### config.mk
export PLATFORM = sky130hd
export DESIGN_NAME = sys_nios2_qsys_0_oci_dct_sequencer_flat
export DESIGN_NICKNAME = d
export VERILOG_FILES = /design/src/rtl/sys_oci_dct_pkg.sv /design/src/rtl/sys_nios2_qsys_0_oci_dct_sequencer_if.sv /design/src/rtl/sys_oci_dct_frame_reg.sv /design/src/rtl/sys_nios2_qsys_0_oci_dct_sequencer.sv /design/src/flat_wrapper.sv
export SDC_FILE = /design/constraint.sdc
export NUM_CORES = 1
export LEC_CHECK = 0
export ABC_CLOCK_PERIOD_IN_PS = 4400
export BUFFER_PORTS_ARGS = -buffer_cell sky130_fd_sc_hd__buf_2
export CAP_MARGIN = 10
export CORE_MARGIN = 2
export CORE_UTILIZATION = 50
export DETAILED_ROUTE_END_ITERATION = 16
export PLACE_DENSITY = 0.86
export SYNTH_ARGS = -nofsm -noshare
export SYNTH_HDL_FRONTEND = slang
export SYNTH_HIERARCHICAL = 1
export SYNTH_SLANG_ARGS = --single-unit
### constraint.sdc
create_clock -name clk -period 4.4 [get_ports clk]
set_input_delay 0.44 -clock clk [delete_from_list [all_inputs] [get_ports clk]]
set_output_delay 0.44 -clock clk [all_outputs]
set_load 0.01 [all_outputs]
### src/rtl/sys_oci_dct_pkg.sv
// rtl/sys_oci_dct_pkg.sv - shared widths, state and frame types for the OCI DCT sequencer
package sys_oci_dct_pkg;

    localparam int ATOM_W = 2;
    localparam int ATOMS  = 15;
    localparam int BUF_W  = ATOM_W * ATOMS;
    localparam int CNT_W  = 4;
    localparam int IDX_W  = $clog2(BUF_W);

    typedef enum logic [1:0] {
        RUN   = 2'd0,
        STALL = 2'd1,
        DRAIN = 2'd2,
        DONE  = 2'd3
    } dct_state_t;

    typedef struct packed {
        logic [BUF_W-1:0] data;
        logic [CNT_W-1:0] count;
    } dct_frame_t;

endpackage

### src/rtl/sys_nios2_qsys_0_oci_dct_sequencer_if.sv
// rtl/sys_nios2_qsys_0_oci_dct_sequencer_if.sv - frame handshake between sequencer and trace RAM writer
interface sys_nios2_qsys_0_oci_dct_sequencer_if;
    import sys_oci_dct_pkg::*;

    logic             frm_valid;
    logic             frm_ready;
    logic [BUF_W-1:0] frm_data;
    logic [CNT_W-1:0] frm_count;

    modport master (output frm_valid, output frm_data, output frm_count, input frm_ready);
    modport slave  (input frm_valid, input frm_data, input frm_count, output frm_ready);

endinterface

### src/rtl/sys_oci_dct_frame_reg.sv
// rtl/sys_oci_dct_frame_reg.sv - single-entry valid/ready frame holding register
module sys_oci_dct_frame_reg
    import sys_oci_dct_pkg::*;
(
    input  logic       clk,
    input  logic       reset_n,
    input  logic       load,
    input  dct_frame_t load_frame,
    input  logic       ready,
    output logic       valid,
    output dct_frame_t frame,
    output logic       frees
);

    // A load is only issued when frees is high, so it may overwrite a frame being consumed.
    assign frees = !valid || ready;

    always_ff @(posedge clk or negedge reset_n) begin
        if (!reset_n) begin
            valid <= 1'b0;
            frame <= '0;
        end else if (load) begin
            valid <= 1'b1;
            frame <= load_frame;
        end else if (ready) begin
            valid <= 1'b0;
        end
    end

endmodule

### src/rtl/sys_nios2_qsys_0_oci_dct_sequencer.sv
// rtl/sys_nios2_qsys_0_oci_dct_sequencer.sv - DCT atom packer and frame sequencer; DCT_DROP_COUNT_EN enables drop_cnt
module sys_nios2_qsys_0_oci_dct_sequencer
    import sys_oci_dct_pkg::*;
(
    input  logic                                    clk,
    input  logic                                    reset_n,
    input  logic                                    atom_valid,
    input  logic [ATOM_W-1:0]                       atom_data,
    input  logic                                    flush_req,
    input  logic                                    test_ending,
    output logic [BUF_W-1:0]                        dct_buffer,
    output logic [CNT_W-1:0]                        dct_count,
    sys_nios2_qsys_0_oci_dct_sequencer_if.master    frm,
    output logic                                    test_has_ended,
    output logic [15:0]                             drop_cnt
);

    localparam logic [CNT_W-1:0] FULL = CNT_W'(ATOMS);

    dct_state_t       state, state_next;
    logic             accept;
    logic             transfer;
    logic             frees;
    logic             frame_valid;
    logic [CNT_W-1:0] count_next;
    logic [BUF_W-1:0] buf_next;
    logic [IDX_W-1:0] wr_idx;
    dct_frame_t       load_frame;
    dct_frame_t       frame_q;

    assign accept     = (state == RUN) && atom_valid;
    assign count_next = dct_count + CNT_W'(accept);

    // The same-cycle atom is merged before the transfer decision so a flush includes it.
    always_comb begin
        wr_idx   = IDX_W'(dct_count) * IDX_W'(ATOM_W);
        buf_next = dct_buffer;
        if (accept) begin
            buf_next[wr_idx +: ATOM_W] = atom_data;
        end
    end

    always_ff @(posedge clk or negedge reset_n) begin
        if (!reset_n) begin
            state <= RUN;
        end else begin
            state <= state_next;
        end
    end

    always_comb begin
        state_next = state;
        unique case (state)
            RUN: begin
                if (test_ending) begin
                    state_next = DRAIN;
                end else if (count_next == FULL && !frees) begin
                    state_next = STALL;
                end
            end
            STALL: begin
                if (frees) begin
                    state_next = test_ending ? DRAIN : RUN;
                end
            end
            DRAIN: begin
                if (dct_count == '0 && !frame_valid) begin
                    state_next = DONE;
                end
            end
            DONE: state_next = DONE;
            default: state_next = RUN;
        endcase
    end

    always_comb begin
        transfer       = 1'b0;
        test_has_ended = 1'b0;
        unique case (state)
            RUN:     transfer = frees && (count_next == FULL || (flush_req && count_next != '0));
            STALL:   transfer = frees;
            DRAIN:   transfer = frees && dct_count != '0;
            DONE:    test_has_ended = 1'b1;
            default: transfer = 1'b0;
        endcase
    end

    always_ff @(posedge clk or negedge reset_n) begin
        if (!reset_n) begin
            dct_buffer <= '0;
            dct_count  <= '0;
        end else if (transfer) begin
            dct_buffer <= '0;
            dct_count  <= '0;
        end else if (accept) begin
            dct_buffer <= buf_next;
            dct_count  <= count_next;
        end
    end

    assign load_frame = '{data: buf_next, count: count_next};

    sys_oci_dct_frame_reg u_frame_reg (
        .clk        (clk),
        .reset_n    (reset_n),
        .load       (transfer),
        .load_frame (load_frame),
        .ready      (frm.frm_ready),
        .valid      (frame_valid),
        .frame      (frame_q),
        .frees      (frees)
    );

    assign frm.frm_valid = frame_valid;
    assign frm.frm_data  = frame_q.data;
    assign frm.frm_count = frame_q.count;

`ifdef DCT_DROP_COUNT_EN
    logic drop;
    assign drop = (state == STALL) && atom_valid;

    always_ff @(posedge clk or negedge reset_n) begin
        if (!reset_n) begin
            drop_cnt <= '0;
        end else if (drop && drop_cnt != 16'hFFFF) begin
            drop_cnt <= drop_cnt + 16'd1;
        end
    end
`else
    assign drop_cnt = 16'h0;
`endif

endmodule

### src/flat_wrapper.sv
// flat-port wrapper written by rule: the top's interface ports become plain ports
module sys_nios2_qsys_0_oci_dct_sequencer_flat import sys_oci_dct_pkg::*;
  (clk, reset_n, atom_valid, atom_data, flush_req, test_ending, dct_buffer, dct_count, test_has_ended, drop_cnt, frm_frm_valid, frm_frm_data, frm_frm_count, frm_frm_ready);
  sys_nios2_qsys_0_oci_dct_sequencer_if frm_i ();
  input  logic clk;
  input  logic reset_n;
  input  logic atom_valid;
  input  logic [ATOM_W-1:0] atom_data;
  input  logic flush_req;
  input  logic test_ending;
  output logic [BUF_W-1:0] dct_buffer;
  output logic [CNT_W-1:0] dct_count;
  output logic test_has_ended;
  output logic [15:0] drop_cnt;
  output wire logic [$bits(frm_i.frm_valid)-1:0] frm_frm_valid;
  output wire logic [$bits(frm_i.frm_data)-1:0] frm_frm_data;
  output wire logic [$bits(frm_i.frm_count)-1:0] frm_frm_count;
  input wire logic [$bits(frm_i.frm_ready)-1:0] frm_frm_ready;
  assign frm_frm_valid = frm_i.frm_valid;
  assign frm_frm_data = frm_i.frm_data;
  assign frm_frm_count = frm_i.frm_count;
  assign frm_i.frm_ready = frm_frm_ready;
  sys_nios2_qsys_0_oci_dct_sequencer u_core (.clk(clk), .reset_n(reset_n), .atom_valid(atom_valid), .atom_data(atom_data), .flush_req(flush_req), .test_ending(test_ending), .dct_buffer(dct_buffer), .dct_count(dct_count), .frm(frm_i), .test_has_ended(test_has_ended), .drop_cnt(drop_cnt));
endmodule
==> results of run 1 <==
area by class of cell:
class | instances | area, um^2
Sequential cell | 71 | 1780
Fill cell | 631 | 2970
Inverter | 4 | 15.0
Tap cell | 99 | 124
Clock buffer | 9 | 124
Clock inverter | 7 | 120
Multi-Input combinational cell | 244 | 1760
Timing Repair Buffer | 80 | 408
sequential cells by signal, summed over array words and instances, names as in the netlist:
register,cells
u_core/dct_buffer,30
u_core/dct_count,4
u_core/state,2
u_core/u_frame_reg/frame,34
u_core/u_frame_reg/valid,1
where the power goes:
part / switching (uW) / internal (uW) / total, uW
Clock: 253 / 378 / 632
Combinational: 82.2 / 38.3 / 121
Sequential: 11.0 / 659 / 670
kinds of logic (layout without fill, tap and decap cells):
logic type,Yosys count,count (layout),share of synthesized area [%]
AOI/OAI and AO/OA,76,76,13.3
xor gates and xnor gates,6,6,1.39
adders and majority gates,5,5,1.66
buffers and inverters,40,100,7.95
DFF,71,71,47.0
muxes,40,40,14.8
other,1,16,0.0992
and+or+nand+nor,101,101,13.8
worst paths after layout:
path	end	slack, ps	cells after the start
setup / recovery	u_core/u_frame_reg/frame[32]	700	9
setup reg to reg	u_core/u_frame_reg/frame[32]	700	9
min in group clk	u_core/state[1]	320	2
max in group asynchronous	u_core/dct_buffer[28]	3320	2
hold reg to reg	u_core/u_frame_reg/frame[3]	510	1
hold / removal	u_core/u_frame_reg/frame[18]	150	1
placed cells by master (no fill, tap or decap), drive strengths merged, types with 3 or more instances in the layout:
cell type | synthesis | final
a21oi | 8 | 8
a22oi | 25 | 25
nor2b | 3 | 3
buf | 28 | 80
nor2 | 9 | 9
nand3 | 26 | 26
a21boi | 6 | 6
conb | 1 | 16
and3 | 4 | 4
xor2 | 3 | 3
o31ai | 3 | 3
inv | 4 | 5
ha | 5 | 5
mux2 | 40 | 40
bufinv | 0 | 3
nand2 | 30 | 30
o21ai | 24 | 24
and2 | 5 | 5
xnor2 | 3 | 3
nand2b | 3 | 3
clkbuf | 8 | 9
dfrtp | 71 | 71
nand4 | 5 | 5
worst max-delay path, cell delays in order (launching register included):
cell	delay, ps
dfrtp_1	460
or3b_1	470
inv_2	270
ha_1	240
ha_1	190
xor2_1	300
a31o_1	180
a2111o_1	140
and2_2	880
mux2_2	420
per-stage QoR:
step	setup WS (ps)	std cells	utilization [%]	cell area [um^2]
5_1_grt	397	514	59.3	4330
3_3_place_gp	862	498	56.0	4080
3_5_place_dp	711	498	56.0	4080
4_1_cts	721	514	59.3	4330
2_1_floorplan	1100	355	-	3830
6_report	702	514	59.3	4330
routing by layer:
layer / vias up / share of wire [%] / global-route usage, %
met3: 27 / 7.3 / 5.31
met2: 145 / 46 / 34.0
met1: 1431 / 44 / 30.7
met5: - / 0 / 0
met4: 0 / 2.5 / 8.46
li1: 1356 / - / -
==> flow_summary_export.csv, run 1 <==
group,metric,value,unit
floorplan,core-area,7290,um^2
logic_synthesis,syn_area_per_cell,11.1,um^2
floorplan,io_pins,94,
run_status,outcome,"finished clean",
finish,drive_above_1_share,33.7,%
logic_synthesis,synth.ff_latch_count,71,
power_and_ir_drop,p_per_area,329,nW/um^2
timing,clock.fmax,270,MHz
placed_design,gp_congestion,0.910,
logic_synthesis,synth_top_cell_by_area,"dfrtp_1",
worst_setup_path,critPathKind,"flop to flop",
worst_setup_path,required,4640,ps
logic_synthesis,synth_cell_type_count,46,
worst_setup_path,end_kind,"flop",
routing,drt_wl_total,8720,um
clocking,cts_root_buf,"clkbuf_8",
logic_synthesis,yosys-top-cells-area,"dfrtp_1, mux2_4, a22oi_1",
logic_synthesis,synth_edf_count,0,
clocking,post-cts-setup-buffers,0,
logic_synthesis,synth_most_common_cell,"dfrtp_1",
logic_synthesis,synth_top_area_share,47.0,%
grt,grt.total_usage,22.2,%
worst_setup_path,crit_fanout,35,
routing,drt-vias-per-instance,5.76,
power_and_ir_drop,cellLeakagePower,0.00248,uW
logic_synthesis,synthArstFlopShare,100,%
logic_synthesis,yosysWarnings,6,
worst_setup_path,crit_start,"u_core/state[1]",
clocking,clk_pin_slew_worst_paths,80,ps
grt,grt_max_degree,38,
logic_synthesis,synth_common_cells,"dfrtp_1, nand2_1, mux2_4, nand3_1, a22oi_1",
timing,worst_slew_pin_slew,1110,ps
clocking,cts_resized,0,
timing,rsz0062_at_grt,"no",
floorplan,row_count,31,
hold_path,min_path_type,"input pin to asynchronous set/reset pin",
timing,finalMaxSlewViolations,0,
timing,setup_viol,0,
logic_synthesis,ys_seq_area_share,47.0,%
floorplan,start_util,51.8,%
floorplan,fp.dieW,90.9,um
power_and_ir_drop,total_power,1420,uW
clocking,clk_latency,360,ps
routing,drt_first_pass_iters,5,
floorplan,die_h,90.9,um
worst_setup_path,critical_path_arrival,3930,ps
logic_synthesis,ys.flop_type,"dfrtp_1",
finish,layout-area-overhead-vs-synth,14.5,%
clocking,numCtsBuffers,9,
grt,grt_pass1_vias,2812,
timing,hold_ws,153,ps
routing,routedWlPerCell,17.0,um
clocking,cts.sinks,71,
routing,vias,2959,
timing,fin_tns_setup,0,ps
finish,diodes,0,
finish,final_net_count,423,
logic_synthesis,syn_inst,340,
grt,antenna_found_initial,0,
power_and_ir_drop,ir_worst_vdd,0.000191,V
grt,grt_pass1_wl,14600,um
routing,remaining_drc_errors,0,
flow_run,drv_cap,0,
timing,slew_headroom,26.3,%
placed_design,dp_hpwl,6240,um
routing,dr.first_iter.drc_count,314,
worst_setup_path,start_kind,"flop",
timing,skew,12.2,ps
worst_setup_path,reg2reg_from,"u_core/state[1]",
grt,gr-total-overflow,0,
clocking,cts_tree,"built",
logic_synthesis,synth_area,3780,um^2
clocking,clk_path_buf_depth,2,
timing,fin_crit_sh,84.0,%
floorplan,dieArea,8270,um^2
clocking,ctsHoldBuffers,0,
placed_design,port-buffer-count,77,
routing,postRouteAntennaNets,0,
clocking,htree_levels,3,
timing,hold_viol_final,0,
timing,min_period,3700,ps
(Power assumes the default switching activity.)
==> inputs of run 2 (changes only) <==
Settings changed: ABC_CLOCK_PERIOD_IN_PS 4400 to 3400, CORE_UTILIZATION 50 to 48.
Clock period 4.4 ns to 3.4 ns, I/O delays scaled along.
==> run 2 against run 1 <==
Compared with the run above: clock power down 4.3%; via count up 3.0%; register-to-register slack worse by 400 ps; largest power group unchanged.
==> flow_summary_export.csv, run 2 (same netlist as run 1, synthesis figures left out) <==
group,metric,value,unit
routing,drt-vias-per-instance,5.84,
timing,finalMaxSlewViolations,0,
placed_design,dp_hpwl,6470,um
worst_setup_path,critPathSlowestCell,"or3b_1",
floorplan,row_count,32,
power_and_ir_drop,ir_worst_vdd,0.000159,V
finish,design_area,4300,um^2
worst_setup_path,critical_path_arrival,3340,ps
worst_setup_path,end_kind,"flop",
grt,grt_util_met3,3.58,%
finish,layout_common_cells,"buf_2, dfrtp_1, nand2_1",
timing,fin_ws,299,ps
grt,grt_pass1_wl,14600,um
clocking,clk_path_buf_depth,2,
grt,grt.met1_usage,31.9,%
clocking,cts_tree,"built",
worst_setup_path,crit_buf_inv,2,
placed_design,gp_congestion,0.939,
finish,largest_register_ffs,34,
clocking,cts_resized,0,
routing,postRouteAntennaNets,0,
power_and_ir_drop,cellLeakagePower,0.00248,uW
finish,final_core_util,55.9,%
clocking,clk_latency,350,ps
floorplan,dieArea,8600,um^2
routing,routedWlPerCell,17.4,um
placed_design,place_inst,506,
timing,slew_headroom,44.0,%
worst_setup_path,crit_chain,"or3b_1 -> inv_2 -> ha_1 -> ha_1 -> o31a_1 -> a2111o_1 -> and2_2 -> buf_4 -> mux2_4",
grt,grt.total_usage,21.7,%
finish,layout-area-overhead-vs-synth,13.8,%
floorplan,start_util,49.2,%
routing,drt_wl_total,9060,um
grt,grt_max_degree,40,
worst_setup_path,crit_fanout,20,
finish,diodes,0,
finish,final_common_cell,"buf_2",
timing,clock.fmax,322,MHz
worst_setup_path,reg2reg_from,"u_core/state[1]",
finish,final_net_count,428,
grt,gr-total-overflow,0,
routing,vias,3047,
worst_setup_path,start_kind,"flop",
routing,drt_first_pass_iters,5,
worst_setup_path,cp_top_family,"simple AND/OR/NAND/NOR gates",
clocking,post-cts-setup-buffers,0,
run_status,outcome,"finished clean",
timing,rsz0062_at_grt,"no",
worst_setup_path,critPathKind,"flop to flop",
worst_setup_path,crit_path_frequent_cell,"ha_1",
floorplan,die_h,92.7,um
grt,grt_pass1_vias,2815,
worst_setup_path,slowest_delay,490,ps
placed_design,place_area,4120,um^2
finish,fin_cells,522,
timing,fin_tns_setup,0,ps
timing,skew,9.36,ps
timing,worst_slew_pin_slew,841,ps
placed_design,pre_cts_ws,321,ps
floorplan,io_pins,94,
timing,min_period,3100,ps
flow_run,drv_cap,0,
grt,grt_busiest_layer,"met1",
routing,remaining_drc_errors,0,
hold_path,min_path_type,"input pin to asynchronous set/reset pin",
timing,fin_crit_sh,91.2,%
finish,largestRegisters,"u_core/u_frame_reg/frame: 34 flops, u_core/dct_buffer: 30 flops, u_core/dct_count: 4 flops",
clocking,cts.sinks,71,
grt,antenna_found_initial,0,
clocking,numCtsBuffers,9,
clocking,htree_levels,3,
finish,drive_above_1_share,34.3,%
timing,setup_viol,0,
worst_setup_path,crit_start,"u_core/state[1]",
finish,max_flop_register,"u_core/u_frame_reg/frame",
placed_design,port-buffer-count,77,
worst_setup_path,required,3640,ps
routing,dr.first_iter.drc_count,321,
floorplan,core-area,7690,um^2
floorplan,fp.dieW,92.7,um
clocking,cts_root_buf,"clkbuf_8",
clocking,clk_pin_slew_worst_paths,70,ps
grt,grtUsageMet2,31.8,%
power_and_ir_drop,p_per_area,382,nW/um^2
timing,hold_viol_final,0,
clocking,ctsHoldBuffers,0,
==> run 2: cell count changes in the layout (fill, tap and decap cells not counted) <==
| cell | previous run | this run |
|---|---|---|
| buf_4 | 3 | 8 |
| bufinv_16 | 3 | 0 |
| clkbuf_1 | 0 | 1 |
| clkbuf_8 | 9 | 11 |
| clkinv_2 | 1 | 4 |
| clkinv_4 | 1 | 0 |
| clkinvlp_4 | 1 | 0 |
| inv_6 | 1 | 0 |
==> run 2: area by class of cell <==
type	count	area (um^2)
Timing Repair Buffer	85	445
Tap cell	102	128
Multi-Input combinational cell	244	1760
Clock inverter	4	20.0
Inverter	4	15.0
Clock buffer	12	155
Sequential cell	71	1780
Fill cell	678	3390
==> run 2: layer usage <==
metal	vias to the layer above	part of all wire [%]	routed length, um
li1	1354	-	-
met3	22	7.1	648
met2	165	45	4120
met4	0	2.4	215
met5	-	0	0
met1	1506	45	4080
==> run 2: report_power, final <==
group	internal, uW	switching [uW]
clock network	300	305
logic	53.0	122
registers	854	8.63
total	1210	436
==> run 2: worst paths after layout <==
check,slack (ps),cells past startpoint,end
max,300,9,u_core/u_frame_reg/frame[24]
min,90,1,u_core/u_frame_reg/frame[28]
max reg2reg,300,9,u_core/u_frame_reg/frame[24]
min reg2reg,510,1,u_core/u_frame_reg/frame[32]
max in group asynchronous,2350,2,u_core/dct_count[1]
min in group clk,230,2,u_core/state[1]
==> run 2: worst reg2reg max path: stages (launching register included) <==
cell,delay (ps)
dfrtp_1,450
or3b_1,490
inv_2,90
ha_1,170
ha_1,280
o31a_1,310
a2111o_1,390
and2_2,210
buf_4,240
mux2_4,360
==> run 2: metrics by stage <==
step	hold WS (ps)	power, uW
after CTS	111	1650
final	85.9	1640
after floorplan	44.4	998
after detailed placement	488	1050
after global placement	471	1040
after global routing	171	1700
